===== src/rtl/psum_id_config_loader.sv =====
// ---------------------------------------------------------------------------
// psum_id_config_loader
//
// Purpose:
//   Loads one layer's partial-sum routing configuration from a narrow beat
//   stream and publishes it to the psum selection decoder. One load is a
//   layer RS beat, then one row-ID beat per PE row, then one col-ID beat per
//   PE (row-major). Beats go into shadow registers. The committed outputs
//   change only in the single COMMIT cycle that ends a load, so the decoder
//   never sees a half-written configuration.
//
// Ports:
//   i_clk          clock, all state updates on the rising edge
//   i_rst_n        asynchronous active-low reset
//   i_start        one-cycle request to begin a load (honoured only in IDLE)
//   i_cfg_valid    config beat valid
//   i_cfg_data     config beat payload; IDs are taken from the LSBs
//   o_cfg_ready    loader accepts a beat this cycle
//   o_layer_RS     committed layer RS value
//   o_psum_row_id  committed row IDs, row 0 in the most significant slot
//   o_psum_col_id  committed col IDs, row-major, PE(0,0) most significant
//   o_busy         load in progress
//   o_cfg_valid    committed outputs hold a complete configuration
//   o_cfg_done     one-cycle pulse while the commit happens
// ---------------------------------------------------------------------------
module psum_id_config_loader #(
    parameter int NUM_ROWS             = 3,
    parameter int NUM_COLS             = 3,
    parameter int PSUM_ROW_ID_BITWIDTH = 4,
    parameter int PSUM_COL_ID_BITWIDTH = 4,
    parameter int CFG_DATA_WIDTH       = 4
) (
    input  logic                                              i_clk,
    input  logic                                              i_rst_n,
    input  logic                                              i_start,
    input  logic                                              i_cfg_valid,
    input  logic [CFG_DATA_WIDTH-1:0]                         i_cfg_data,
    output logic                                              o_cfg_ready,
    output logic [3:0]                                        o_layer_RS,
    output logic [NUM_ROWS*PSUM_ROW_ID_BITWIDTH-1:0]          o_psum_row_id,
    output logic [NUM_ROWS*NUM_COLS*PSUM_COL_ID_BITWIDTH-1:0] o_psum_col_id,
    output logic                                              o_busy,
    output logic                                              o_cfg_valid,
    output logic                                              o_cfg_done
);

    localparam int RW      = PSUM_ROW_ID_BITWIDTH;
    localparam int CW      = PSUM_COL_ID_BITWIDTH;
    localparam int NUM_PES = NUM_ROWS * NUM_COLS;
    // The counter only has to reach the largest in-state index (NUM_PES-1).
    localparam int CNT_W   = (NUM_PES > 1) ? $clog2(NUM_PES) : 1;

    localparam logic [2:0] S_IDLE     = 3'd0;
    localparam logic [2:0] S_LOAD_RS  = 3'd1;
    localparam logic [2:0] S_LOAD_ROW = 3'd2;
    localparam logic [2:0] S_LOAD_COL = 3'd3;
    localparam logic [2:0] S_COMMIT   = 3'd4;

    logic [2:0]             r_state;
    logic [2:0]             w_nextState;
    logic [CNT_W-1:0]       r_beatCnt;
    logic                   w_ready;
    logic                   w_accept;
    logic                   w_lastRow;
    logic                   w_lastCol;

    logic [3:0]             r_shadowRs;
    logic [RW-1:0]          r_shadowRow [NUM_ROWS];
    logic [CW-1:0]          r_shadowCol [NUM_PES];
    logic [NUM_ROWS*RW-1:0] w_shadowRowFlat;
    logic [NUM_PES*CW-1:0]  w_shadowColFlat;

    logic [3:0]             r_layerRs;
    logic [NUM_ROWS*RW-1:0] r_rowId;
    logic [NUM_PES*CW-1:0]  r_colId;
    logic                   r_cfgValid;

    assign w_ready   = (r_state == S_LOAD_RS) || (r_state == S_LOAD_ROW) ||
                       (r_state == S_LOAD_COL);
    assign w_accept  = i_cfg_valid && w_ready;
    assign w_lastRow = (r_beatCnt == CNT_W'(NUM_ROWS - 1));
    assign w_lastCol = (r_beatCnt == CNT_W'(NUM_PES - 1));

    // Next-state logic. i_start is only looked at in IDLE. A load in
    // progress cannot be restarted.
    always_comb begin
        w_nextState = r_state;
        case (r_state)
            S_IDLE:     if (i_start) w_nextState = S_LOAD_RS;
            S_LOAD_RS:  if (w_accept) w_nextState = S_LOAD_ROW;
            S_LOAD_ROW: if (w_accept && w_lastRow) w_nextState = S_LOAD_COL;
            S_LOAD_COL: if (w_accept && w_lastCol) w_nextState = S_COMMIT;
            S_COMMIT:   w_nextState = S_IDLE;
            default:    w_nextState = S_IDLE;
        endcase
    end

    // The state register and beat counter. The counter clears whenever the
    // state changes, so each state indexes its slots from 0. The last beat of
    // a state always leaves that state, so the counter cannot wrap.
    always_ff @(posedge i_clk or negedge i_rst_n) begin
        if (!i_rst_n) begin
            r_state   <= S_IDLE;
            r_beatCnt <= '0;
        end else begin
            r_state <= w_nextState;
            if (w_nextState != r_state)
                r_beatCnt <= '0;
            else if (w_accept)
                r_beatCnt <= r_beatCnt + 1'b1;
        end
    end

    // The shadow registers. Only accepted beats write them. Payload bits
    // above the destination width are dropped here.
    always_ff @(posedge i_clk or negedge i_rst_n) begin
        if (!i_rst_n) begin
            r_shadowRs <= '0;
            for (int k = 0; k < NUM_ROWS; k++) r_shadowRow[k] <= '0;
            for (int k = 0; k < NUM_PES; k++)  r_shadowCol[k] <= '0;
        end else if (w_accept) begin
            case (r_state)
                S_LOAD_RS: r_shadowRs <= i_cfg_data[3:0];
                S_LOAD_ROW: begin
                    for (int k = 0; k < NUM_ROWS; k++)
                        if (r_beatCnt == CNT_W'(k))
                            r_shadowRow[k] <= i_cfg_data[RW-1:0];
                end
                S_LOAD_COL: begin
                    for (int k = 0; k < NUM_PES; k++)
                        if (r_beatCnt == CNT_W'(k))
                            r_shadowCol[k] <= i_cfg_data[CW-1:0];
                end
                default: ;
            endcase
        end
    end

    // Pack the shadow slots into the output ordering: slot 0 goes in the
    // most significant position.
    always_comb begin
        w_shadowRowFlat = '0;
        w_shadowColFlat = '0;
        for (int k = 0; k < NUM_ROWS; k++)
            w_shadowRowFlat[(NUM_ROWS-1-k)*RW +: RW] = r_shadowRow[k];
        for (int k = 0; k < NUM_PES; k++)
            w_shadowColFlat[(NUM_PES-1-k)*CW +: CW] = r_shadowCol[k];
    end

    // The committed configuration. It is copied from the shadows on the edge
    // that leaves COMMIT, and it is not touched at any other time. Once
    // o_cfg_valid is set, it stays set through later reloads.
    always_ff @(posedge i_clk or negedge i_rst_n) begin
        if (!i_rst_n) begin
            r_layerRs  <= '0;
            r_rowId    <= '0;
            r_colId    <= '0;
            r_cfgValid <= 1'b0;
        end else if (r_state == S_COMMIT) begin
            r_layerRs  <= r_shadowRs;
            r_rowId    <= w_shadowRowFlat;
            r_colId    <= w_shadowColFlat;
            r_cfgValid <= 1'b1;
        end
    end

    assign o_cfg_ready   = w_ready;
    assign o_busy        = (r_state != S_IDLE);
    assign o_cfg_done    = (r_state == S_COMMIT);
    assign o_cfg_valid   = r_cfgValid;
    assign o_layer_RS    = r_layerRs;
    assign o_psum_row_id = r_rowId;
    assign o_psum_col_id = r_colId;

endmodule


===== config.mk =====
export PLATFORM = sky130hd
export DESIGN_NAME = psum_id_config_loader
export DESIGN_NICKNAME = d
export VERILOG_FILES = /design/src/rtl/psum_id_config_loader.sv
export SDC_FILE = /design/constraint.sdc
export NUM_CORES = 1
export LEC_CHECK = 0
export BUFFER_PORTS_ARGS = -buffer_cell sky130_fd_sc_hd__buf_2
export CAP_MARGIN = 15
export CORE_UTILIZATION = 51
export CTS_CLUSTER_SIZE = 8
export DETAILED_ROUTE_END_ITERATION = 10
export PLACE_DENSITY_LB_ADDON = 0.15
export SLEW_MARGIN = 40
export SYNTH_ARGS = -nofsm -noshare
export SYNTH_HDL_FRONTEND = slang
export SYNTH_SLANG_ARGS = --single-unit
export TNS_END_PERCENT = 10

===== constraint.sdc =====
create_clock -name i_clk -period 1.6 [get_ports i_clk]
set_clock_uncertainty 0.05 [all_clocks]
set_input_delay 0.08 -clock i_clk [delete_from_list [all_inputs] [get_ports i_clk]]
set_output_delay 0.08 -clock i_clk [all_outputs]
set_load 0.005 [all_outputs]

# Yosys cells after proc, flatten, opt, wreduce, memory -nomap -nowiden
# Cells that the tools add are included.
[word_totals]
regBits = 112
word_cells = 62
[classes]
eq_ne = 13
n_reduce_logical = 22
add_sub_neg = 1
mux = 7
[ops]
columns = ["op", "count"]
rows = [
  ["$reduce_and A3 Y1", 12],
  ["$eq A4 B3 Y1 const B", 4],
  ["$mux W3", 4],
  ["$pmux W3 S4", 1],
  ["$eq A4 B2 Y1 const B", 2],
  ["$mux W4", 2],
  ["$eq A3 B2 Y1 const B", 2],
  ["$add A4 B1 Y4 const B", 1],
  ["$eq A4 B1 Y1 const B", 1],
  ["$eq A4 B4 Y1 const B", 1],
  ["$logic_not A4 Y1", 1],
  ["$eq A3 B1 Y1 const B", 1],
  ["$eq A3 B3 Y1 const B", 1],
  ["$logic_and A1 B1 Y1", 3],
  ["$logic_not A3 Y1", 1],
  ["$ne A3 B3 Y1", 1],
  ["$reduce_bool A3 Y1", 1],
  ["$logic_or A1 B1 Y1", 2],
  ["$reduce_and A2 Y1", 1],
  ["$reduce_bool A2 Y1", 1],
]

# Depth between registers and ports, before layout
# Gate-level depths: netlist of run 1.
[logic_depth]
depth_word = 9
mapped_depth = 6
depth_no_buf = 5

# Least setup slack after synthesis of run 1
# Ideal clock, no wire load.
[synth_timing]
path_type = "flip-flop to flip-flop"
from = "register r_beatCnt[3]"
to = "register r_shadowCol[28] in the netlist's numbering"
n_path_buf = 0
setup_slack_ps = -176
path_stages_with_launch = 4
arrival_ps = 1602
setup_ps = 125
cell_sequence = "dfrtp_1 > or3b_4 > nor4b_4 > mux2_2"
[synth_via]
elab_chain_cells = 2
[synth_rtl]
columns = ["item", "line", "text"]
rows = [
  ["start: declaration", "61", "logic [CNT_W-1:0] r_beatCnt;"],
  ["start signal: assignment", "110", "r_beatCnt <= r_beatCnt + 1'b1;"],
  ["$eq A4 B1 Y1", "131", "if (r_beatCnt == CNT_W'(k))"],
  ["$reduce_and A3 Y1 (no source line)", "n/a", ""],
  ["end signal: indexed assignment", "132", "r_shadowCol[k] <= i_cfg_data[CW-1:0];"],
  ["end: declaration", "69", "logic [CW-1:0] r_shadowCol [NUM_PES];"],
]
# Every way passes these cells.
# A chain may end at the register's enable or synchronous reset.

# Final worst setup path of run 1
[layout_timing]
from = "register r_beatCnt[3]"
to = "register r_shadowCol[32] in the netlist's numbering"
[layout_via]
elab_chain_cells = 2
[layout_rtl]
columns = ["item", "line"]
rows = [
  ["$logic_not A4 Y1", "131"],
  ["$reduce_and A3 Y1 (no source line)", "n/a"],
]
# Every way passes these cells.

==> reports/qor.csv, run 1 <==
stage,metric,value,unit
sta,Final WS setup,-0.1882,ns
clock_tree,Inserted Clock Buffers,9,
clock_tree,clk slew on worst S/H paths,0.10,ns
worst_setup_path,crit-path cells,or3b_4 > nor4b_4 > buf_4 > mux2_4,
final_layout,fill count,633,
floorplan,die height,96.42,um
synthesis,total of flip-flops plus latches after synthesis,112,
final_layout,Area Overhead vs Synth,29.64,%
synthesis,Post-synth ARST share,100.0,%
place,dpl hpwl,5677,um
pwr,maximum VDD drop,0.6654,mV
worst_setup_path,worst r2r src,r_beatCnt[3],
synthesis,synthesized area per cell,15.57,um^2
global_routing,GRT Util Overall,21.86,%
worst_setup_path,"critical path fanouts, max",4,
clock_tree,CTS Buffer Depth,2,
route,iteration-0 DRC count of the detailed router,98,
synthesis,largest area contributor in the netlist,dfrtp_1,
pwr,pwr/cell area,1418,nW/um^2
sta,max-slew violations,0,
worst_setup_path,"Worst Path Class, Setup",register to register,
worst_setup_path,"Slowest-stage cell, CP",or3b_4,
synthesis,Mapped Nets,304,
status,status,"finished, violations left",
worst_setup_path,CP startpoint,r_beatCnt[3],
clock_tree,root buffer cell,clkbuf_8,
place,# port buffers,63,
place,placed cells,484,
sta,fin crit period,1.788,ns
final_layout,fin area,5894,um^2
final_layout,# diodes,0,
final_layout,Non-Filler Instances,522,
status,failing checks,negative setup slack,
floorplan,die width,96.42,um
worst_setup_path,Reg2Reg Setup Slack,-0.19,ns
place,area post-placement,5289,um^2
worst_setup_path,crit start category,register,
sta,RSZ-0062 raised after global routing,true,
global_routing,total grt overflow,0,
sta,"Setup violations, final",80,
worst_setup_path,Slowest Stage Delay on Critical Path,0.44,ns
sta,Worst-Margin Slew,0.4721,ns
synthesis,largest cells by area after synthesis,"dfrtp_1, mux2_2, nor4_4",
route,DRC violations left,0,
synthesis,Synth top area share,61.64,%
worst_setup_path,"delay-heaviest family, CP",simple AND/OR/NAND/NOR gates,
floorplan,Initial Util,52.39,%
sta,Final Hold Fails,0,
route,"wirelength, routed",9272,um
worst_setup_path,Bufs and invs on worst path,1,
run,Max-Cap Viols,0,
synthesis,post-synthesis cell type count,33,
floorplan,core area,8678,um^2
place,pre-CTS setup slack,-0.1646,ns
route,Routed Antenna Nets,0,
floorplan,num rows,34,
route,routed vias,2779,
synthesis,number of flops mapped to enable cells by yosys,0,
global_routing,largest net degree at the start of global routing,37,
worst_setup_path,Worst R2R Path Depth,4,
sta,TNS Setup,-4.668,ns
synthesis,ys flop type,dfrtp_1,
clock_tree,CTS sink cnt,112,
place,GP Congestion,0.8041,
route,DRT Pass-1 Iters,4,
pwr,Lkg Pwr,2.988,nW
clock_tree,H-tree depth,3,
worst_setup_path,critical path required time,1.81,ns
synthesis,Yosys Warn Count,0,
sta,max frequency,559.2,MHz
floorplan,die area,9297,um^2
worst_setup_path,Arrival @ worst endpoint,2.00,ns
floorplan,io pins,64,
final_layout,Nets,421,
clock_tree,Worst-Skew Late Latency,0.37,ns
route,drt wl/cell,17.76,um
synthesis,cell count after synthesis,292,
final_layout,share of layout cells above drive strength 1,64.01,%
route,vias per cell,5.324,
synthesis,post-synthesis sequential area ratio,61.64,%
worst_setup_path,RR Endpoint,r_shadowCol[32],
sta,ratio of final minimum period to clock period,111.8,%
pwr,total power draw,8.356,mW
clock_tree,CTS tree,built,
global_routing,initial antenna violation count,0,
sta,Max transition margin,68.53,%
worst_setup_path,crit end category,register,
global_routing,first-pass GRT wire length,14860,um
min_path,hold crit path type,input pin to async pin,
global_routing,number of global-route vias before repair,2893,
synthesis,Post-Syn Area,4547,um^2
-- area by class of cell --
cell class	count	area (um^2)	area share (%)
flip-flops and latches	112	2806	47.61
multi-input cells	158	1789	30.35
repair buffers	121	909.6	15.43
well taps	108	135.1	2.293
clock buffers	9	123.9	2.101
clock inverters	7	101.3	1.719
inverters	7	28.78	0.4882
-- worst max-delay path by stage --
stage	cells after the start	slack, ns	end
after floorplan	3	-0.15	r_shadowCol[28]
after global placement	3	-0.12	r_shadowCol[31]
after detailed placement	4	-0.16	r_shadowRow[3]
after CTS	3	-0.16	r_shadowCol[32]
after global routing	4	-0.24	r_shadowCol[33]
final	4	-0.19	r_shadowCol[32]
-- power by group --
part | internal (mW) | switching, mW
logic | 1.47 | 1.04
registers | 3.54 | 0.424
clock network | 0.902 | 0.981
-- metal layers --
metal  track usage, %  up-vias  share of wire, %
met5                0        -                 0
met4            9.926        0               2.3
met3            3.599       15               3.8
met2            33.87       59                48
met1            30.44     1422                46
li1                 -     1283                 -
-- stage by stage --
| stage | hold slack (ns) | utilization, % |
|---|---|---|
| 4_1_cts | 0.1499 | 66.49 |
| 5_1_grt | 0.1754 | 67.92 |
| 3_5_place_dp | 0.02521 | 60.94 |
| 6_report | 0.1493 | 67.92 |
| 2_1_floorplan | -0.2656 | - |
| 3_3_place_gp | 0.02166 | 60.94 |
-- synth_stat cells, drive strengths merged (3+ instances only) --
library cell and number:
dfrtp 112, mux2 104, buf 9, inv 7, nand3 7, clkbuf 6, a211oi 5, ha 4
nor3 4, nand2 3, nand3b 3, nor2 3, nor4 3, nor4b 3
-- cells by family after synthesis --
| group | synth area share [%] |
|---|---|
| flip-flops | 61.64 |
| AND/OR/NAND/NOR | 6.935 |
| adder cells (fa/ha/maj) | 1.101 |
| multiplexers | 25.98 |
| AO/OA/AOI/OAI | 2.201 |
| buffers and inverters | 2.147 |
-- worst register-to-register path, delay by kind of cell, from the launching register on --
| kind | cells | cell delay [ns] |
|---|---|---|
| AND/OR/NAND/NOR | 2 | 0.73 |
| flip-flops | 1 | 0.42 |
| multiplexers | 1 | 0.30 |
| buffers and inverters | 1 | 0.19 |
-- timing repair --
item / CTS / global route
pin swaps: 10 / 4
endpoints found under the hold margin: 79 / 0
hold buffers: 3 / 0
cloned: 2 / 0
buffers inserted: 12 / 5
setup endpoints to repair: 81 / 111
resized for setup: 19 / 25
-- layout by cell type (no fill, tap or decap), types with 3 or more instances in the layout --
cell type	netlist	layout
dfrtp_1	112	109
mux2_2	104	83
buf_2	8	62
buf_4	1	44
mux2_4	0	21
clkbuf_8	0	9
buf_12	0	7
a211oi_1	5	4
nand3_1	7	4
inv_2	0	3
nand2_1	3	3
nand3b_1	3	3
inv_1	7	3
nor2_1	3	3
nor4b_4	2	3
nor4_4	3	3
ha_2	0	3
dlygate4sd3_1	0	3
buf_6	0	3
dfrtp_2	0	3
-- state kept, by name (all words and copies together) (netlist names) --
register and count:
o_cfg_valid 1, o_layer_RS 4, o_psum_col_id 36, o_psum_row_id 12
r_beatCnt 4, r_shadowCol 36, r_shadowRow 12, r_shadowRs 4
r_state 3
Power figures use the tool's default switching activity.
==> inputs of run 2 (changes only) <==
- CELL_PAD_IN_SITES_DETAIL_PLACEMENT: unset -> 1
- CELL_PAD_IN_SITES_GLOBAL_PLACEMENT: unset -> 1
- CORE_UTILIZATION: 51 -> 43
==> reports/qor.csv, run 2 (synthesis gave the netlist of run 1 again) <==
stage,metric,value,unit
sta,max-slew violations,0,
min_path,worst hold path depth,2,
pwr,sw frac,30.49,%
final_layout,fin area,5794,um^2
clock_tree,CTS tree,built,
floorplan,core area,10280,um^2
place,dpl hpwl,6228,um
pwr,Pint,5.556,mW
route,drt wl/cell,18.06,um
place,pre-CTS setup slack,-0.1906,ns
route,DRT Pass-1 Iters,4,
sta,Final WS setup,-0.1595,ns
clock_tree,clk slew on worst S/H paths,0.11,ns
worst_setup_path,Worst R2R Path Depth,3,
sta,RSZ-0062 raised after global routing,true,
pwr,Reg power frac,49.4,%
worst_setup_path,CP startpoint,r_beatCnt[3],
pwr,Comb pwr share,30.1,%
worst_setup_path,crit start category,register,
status,status,"finished, violations left",
route,DRC violations left,0,
worst_setup_path,crit end category,register,
global_routing,GRT Util Overall,18.86,%
min_path,hold crit path type,input pin to register,
global_routing,number of global-route vias before repair,2965,
route,vias per cell,5.102,
clock_tree,Inserted Clock Buffers,9,
sta,Worst-Margin Slew,0.5857,ns
global_routing,initial antenna violation count,0,
route,Routed Antenna Nets,0,
sta,Hold WS,0.1465,ns
final_layout,most frequent cells in the layout,"dfrtp_1, mux2_2, buf_2",
clock_tree,Worst-Skew Late Latency,0.38,ns
run,Max-Cap Viols,0,
worst_setup_path,"critical path fanouts, max",4,
global_routing,total grt overflow,0,
sta,fin crit period,1.759,ns
worst_setup_path,worst r2r src,r_beatCnt[3],
sta,"Setup violations, final",43,
sta,max frequency,568.4,MHz
clock_tree,CTS sink cnt,112,
final_layout,share of layout cells above drive strength 1,63.09,%
sta,ratio of final minimum period to clock period,110.0,%
global_routing,largest net degree at the start of global routing,113,
floorplan,io pins,64,
sta,Max transition margin,60.95,%
sta,Final Hold Fails,0,
worst_setup_path,"Worst Path Class, Setup",register to register,
route,routed vias,2740,
min_path,Hold Startpoint,i_cfg_data[0],
pwr,Lkg Pwr,2.881,nW
status,failing checks,negative setup slack,
floorplan,die width,104.8,um
place,area post-placement,5264,um^2
floorplan,num rows,37,
global_routing,first-pass GRT wire length,15760,um
final_layout,Non-Filler Instances,537,
floorplan,die height,104.8,um
floorplan,die area,10990,um^2
place,placed cells,509,
clock_tree,CTS Buffer Depth,2,
final_layout,Nets,408,
floorplan,Initial Util,44.24,%
worst_setup_path,Arrival @ worst endpoint,1.97,ns
final_layout,Area Overhead vs Synth,27.44,%
place,# port buffers,63,
final_layout,"commonest non-fill, non-tap cell in the layout",dfrtp_1,
route,iteration-0 DRC count of the detailed router,56,
clock_tree,root buffer cell,clkbuf_8,
place,GP Congestion,0.7839,
sta,TNS Setup,-2.839,ns
pwr,maximum VDD drop,0.6054,mV
clock_tree,H-tree depth,3,
pwr,clock network fraction of total power,20.4,%
pwr,Switch Pwr,2.437,mW
route,"wirelength, routed",9697,um
final_layout,# diodes,0,
worst_setup_path,critical path required time,1.81,ns
pwr,pwr/cell area,1380,nW/um^2
-- run 2: changes by cell type in the layout (fill, tap and decap cells not counted), moves of 2 or more --
| cell | previous run | this run |
|---|---|---|
| buf_4 | 44 | 32 |
| a211oi_1 | 4 | 1 |
| a211oi_2 | 1 | 4 |
| mux2_2 | 83 | 80 |
| mux2_4 | 21 | 24 |
| bufinv_16 | 2 | 0 |
| clkbuf_8 | 9 | 11 |
| ha_2 | 3 | 1 |
-- run 2: final timing paths --
path / slack [ns] / endpoint
max: -0.16 / r_shadowCol[31]
min: 0.15 / r_shadowCol[4]
max in group asynchronous: 0.78 / r_beatCnt[3]
min reg2reg: 0.43 / o_cfg_valid
min in group asynchronous: 0.27 / o_psum_row_id[7]
max reg2reg: -0.16 / r_shadowCol[31]
-- run 2: power by group through the flow --
stage | registers, mW | clock network, mW | logic (mW)
3_5_place_dp | 3.99 | 0 | 2.12
6_report | 3.95 | 1.63 | 2.41
5_1_grt | 4.04 | 1.77 | 2.63
2_1_floorplan | 3.85 | 0 | 1.36
4_1_cts | 3.94 | 1.69 | 2.29
3_3_place_gp | 3.96 | 0 | 2.03
-- run 2: stage by stage --
step | util (%) | power (mW)
after floorplan | - | 5.205
final | 56.38 | 7.993
after global routing | 56.38 | 8.436
after CTS | 55.11 | 7.922
after global placement | 51.22 | 5.989
after detailed placement | 51.22 | 6.107
-- run 2: repair_timing --
action,CTS,global route
gates resized for setup,20,30
hold buffers,3,0
cloned,1,0
setup buffers,7,1
pin swaps,8,6
endpoints found under the setup margin,84,87
endpoints found under the hold margin,115,0
-- run 2: metal layers --
metal / track usage [%] / wire length, um / part of all wire (%) / up-vias
met5: 0 / 0 / 0 / -
met4: 9.256 / 187 / 1.9 / 0
met3: 3.119 / 251 / 2.6 / 12
met2: 29.28 / 4678 / 48 / 41
met1: 25.80 / 4580 / 47 / 1440
li1: - / - / - / 1247
-- run 2: critical path, stage by stage, from the launching register on --
cell     delay (ns)
dfrtp_2        0.42
or3b_4         0.44
nor4b_4        0.35
mux2_2         0.38
-- run 2: final cells by class --
class                           count  area (um^2)
Multi-Input combinational cell    158         1824
Sequential cell                   112         2805
Clock inverter                      4        35.03
Tap cell                          136        170.2
Inverter                            7        26.28
Clock buffer                       12        155.1
Timing Repair Buffer              108        778.2
Fill cell                        1020         4483
==> inputs of run 3 (changes only) <==
==> constraint.sdc (replaced) <==
create_clock -name i_clk -period 1.6 [get_ports i_clk]
set_clock_uncertainty 0.05 [all_clocks]
set_input_delay 0.32 -clock i_clk [delete_from_list [all_inputs] [get_ports i_clk]]
set_output_delay 0.32 -clock i_clk [all_outputs]
set_load 0.005 [all_outputs]
==> reports/qor.csv, run 3 (synthesis gave the netlist of run 1 again) <==
stage,metric,value,unit
worst_setup_path,crit end category,register,
floorplan,Initial Util,44.24,%
status,status,"finished, violations left",
clock_tree,clk slew on worst S/H paths,0.12,ns
clock_tree,root buffer cell,clkbuf_8,
route,drt wl/cell,20.03,um
final_layout,fill count,1024,
sta,Worst-Margin Slew,0.4526,ns
pwr,maximum VDD drop,0.6460,mV
sta,RSZ-0062 raised after global routing,true,
clock_tree,Worst-Skew Late Latency,0.39,ns
min_path,Hold Path End,r_state[0],
pwr,clock network fraction of total power,19.1,%
final_layout,final core occ,58.75,%
global_routing,GRT Util Overall,20.94,%
sta,Final Hold Fails,0,
floorplan,die width,104.8,um
pwr,Reg power frac,46.0,%
route,Routed Antenna Nets,0,
final_layout,Nets,422,
global_routing,total grt overflow,0,
worst_setup_path,Slowest Stage Delay on Critical Path,0.42,ns
place,# port buffers,63,
sta,TNS Setup,-8.560,ns
global_routing,number of global-route vias before repair,3113,
route,DRT Pass-1 Iters,4,
route,"wirelength, routed",11040,um
floorplan,die height,104.8,um
sta,fin crit period,1.862,ns
clock_tree,CTS Buffer Depth,2,
worst_setup_path,"Worst Path Class, Setup",register to register,
route,routed vias,2857,
sta,max-slew violations,0,
min_path,worst hold path depth,3,
final_layout,"commonest non-fill, non-tap cell in the layout",dfrtp_1,
global_routing,initial antenna violation count,0,
sta,ratio of final minimum period to clock period,116.4,%
place,GP Congestion,0.7911,
pwr,Switch Pwr,2.753,mW
worst_setup_path,Reg2Reg Setup Slack,-0.26,ns
pwr,Comb pwr share,34.8,%
worst_setup_path,CP most frequent cell,buf_6,
sta,Max transition margin,69.83,%
sta,Final WS setup,-0.2624,ns
pwr,sw frac,31.81,%
worst_setup_path,Worst R2R Path Depth,6,
run,Max-Cap Viols,0,
route,iteration-0 DRC count of the detailed router,60,
worst_setup_path,worst r2r src,r_state[1],
pwr,pwr/cell area,1433,nW/um^2
worst_setup_path,critical path required time,1.82,ns
worst_setup_path,"critical path fanouts, max",4,
floorplan,core area,10280,um^2
pwr,total power draw,8.654,mW
pwr,Pint,5.901,mW
floorplan,io pins,64,
place,pre-CTS setup slack,-0.1491,ns
worst_setup_path,"Slowest-stage cell, CP",or3b_4,
place,dpl hpwl,6654,um
global_routing,largest net degree at the start of global routing,32,
final_layout,Area Overhead vs Synth,32.80,%
status,failing checks,negative setup slack,
pwr,Lkg Pwr,3.025,nW
final_layout,share of layout cells above drive strength 1,65.78,%
worst_setup_path,crit start category,register,
clock_tree,Inserted Clock Buffers,9,
min_path,Hold Startpoint,i_start,
clock_tree,CTS sink cnt,112,
route,DRC violations left,0,
sta,max frequency,536.9,MHz
sta,"Setup violations, final",95,
floorplan,num rows,37,
final_layout,# diodes,0,
min_path,hold crit path type,input pin to register,
global_routing,first-pass GRT wire length,17270,um
worst_setup_path,crit-path cells,buf_4 > or3b_4 > buf_6 > nor3_4 > buf_6 > mux2_4,
route,vias per cell,5.185,
worst_setup_path,Arrival @ worst endpoint,2.08,ns
clock_tree,H-tree depth,3,
clock_tree,CTS tree,built,
final_layout,most frequent cells in the layout,"dfrtp_1, mux2_2, buf_2",
floorplan,die area,10990,um^2
worst_setup_path,RR Endpoint,r_shadowCol[12],
## run 3: cell types whose count changed in the layout (fill, tap and decap cells not counted), sizes merged
cell / before / now
buf: 104 / 121
bufbuf: 1 / 0
clkbuf: 12 / 10
clkinv: 1 / 4
dlygate4sd3: 3 / 1
inv: 10 / 9
## run 3: worst max path at each step
stage	from	slack, ns	depth (start not counted)	end
2_1_floorplan	r_beatCnt[3]	-0.15	3	r_shadowCol[28]
3_3_place_gp	r_beatCnt[1]	-0.19	6	r_beatCnt[3]
3_5_place_dp	r_beatCnt[3]	-0.15	3	r_shadowCol[31]
4_1_cts	r_state[1]	-0.22	4	r_shadowCol[30]
5_1_grt	r_state[1]	-0.30	6	r_shadowCol[12]
6_report	r_state[1]	-0.26	6	r_shadowCol[12]
## run 3: power groups by stage
stage          registers, mW  logic, mW  clock network [mW]
2_1_floorplan           3.85       1.36                   0
3_3_place_gp            3.96       2.05                   0
3_5_place_dp            4.00       2.12                   0
4_1_cts                 3.95       2.62                1.69
5_1_grt                 4.06       3.22                1.80
6_report                3.98       3.02                1.66
## run 3: timing repair
| action | 4_1_cts | 5_1_grt |
|---|---|---|
| hold buffers | 1 | 0 |
| endpoints found under the setup margin | 103 | 112 |
| gates cloned | 1 | 0 |
| resized for setup | 50 | 35 |
| pin swaps | 13 | 11 |
| setup buffers | 13 | 7 |
| endpoints found under the hold margin | 26 | 0 |
## run 3: cell type report
type                    count  area (um^2)  share of cell area, %
multi-input cells         158         1906                  31.56
flip-flops and latches    112         2805                  46.46
inverters                   7        31.28                 0.5180
clock buffers              10        137.6                  2.279
well taps                 136        170.2                  2.818
repair buffers            122        937.1                  15.52
clock inverters             6        51.30                 0.8496
## run 3: critical path: cells and delay by family (launching register included)
family                 cells  cell delay [ns]
multiplexers               1             0.31
AND/OR/NAND/NOR            2             0.60
buffers and inverters      3             0.40
flip-flops                 1             0.37
## run 3: routing by layer
layer | up-vias | share of wire [%] | global-route usage (%)
met5 | - | 0 | 0
met4 | 0 | 2.2 | 9.256
met3 | 16 | 2.4 | 3.182
met2 | 55 | 49 | 33.30
met1 | 1504 | 46 | 28.54
li1 | 1282 | - | -
## run 3: through the flow
step / hold WS, ns / instances / cell area, um^2
floorplan: -0.02559 / 292 / 4548
CTS: 0.1811 / 545 / 5852
global route: 0.2018 / 551 / 6038
detailed placement: 0.2470 / 514 / 5314
global placement: 0.2523 / 514 / 5314
finish: 0.1845 / 551 / 6038
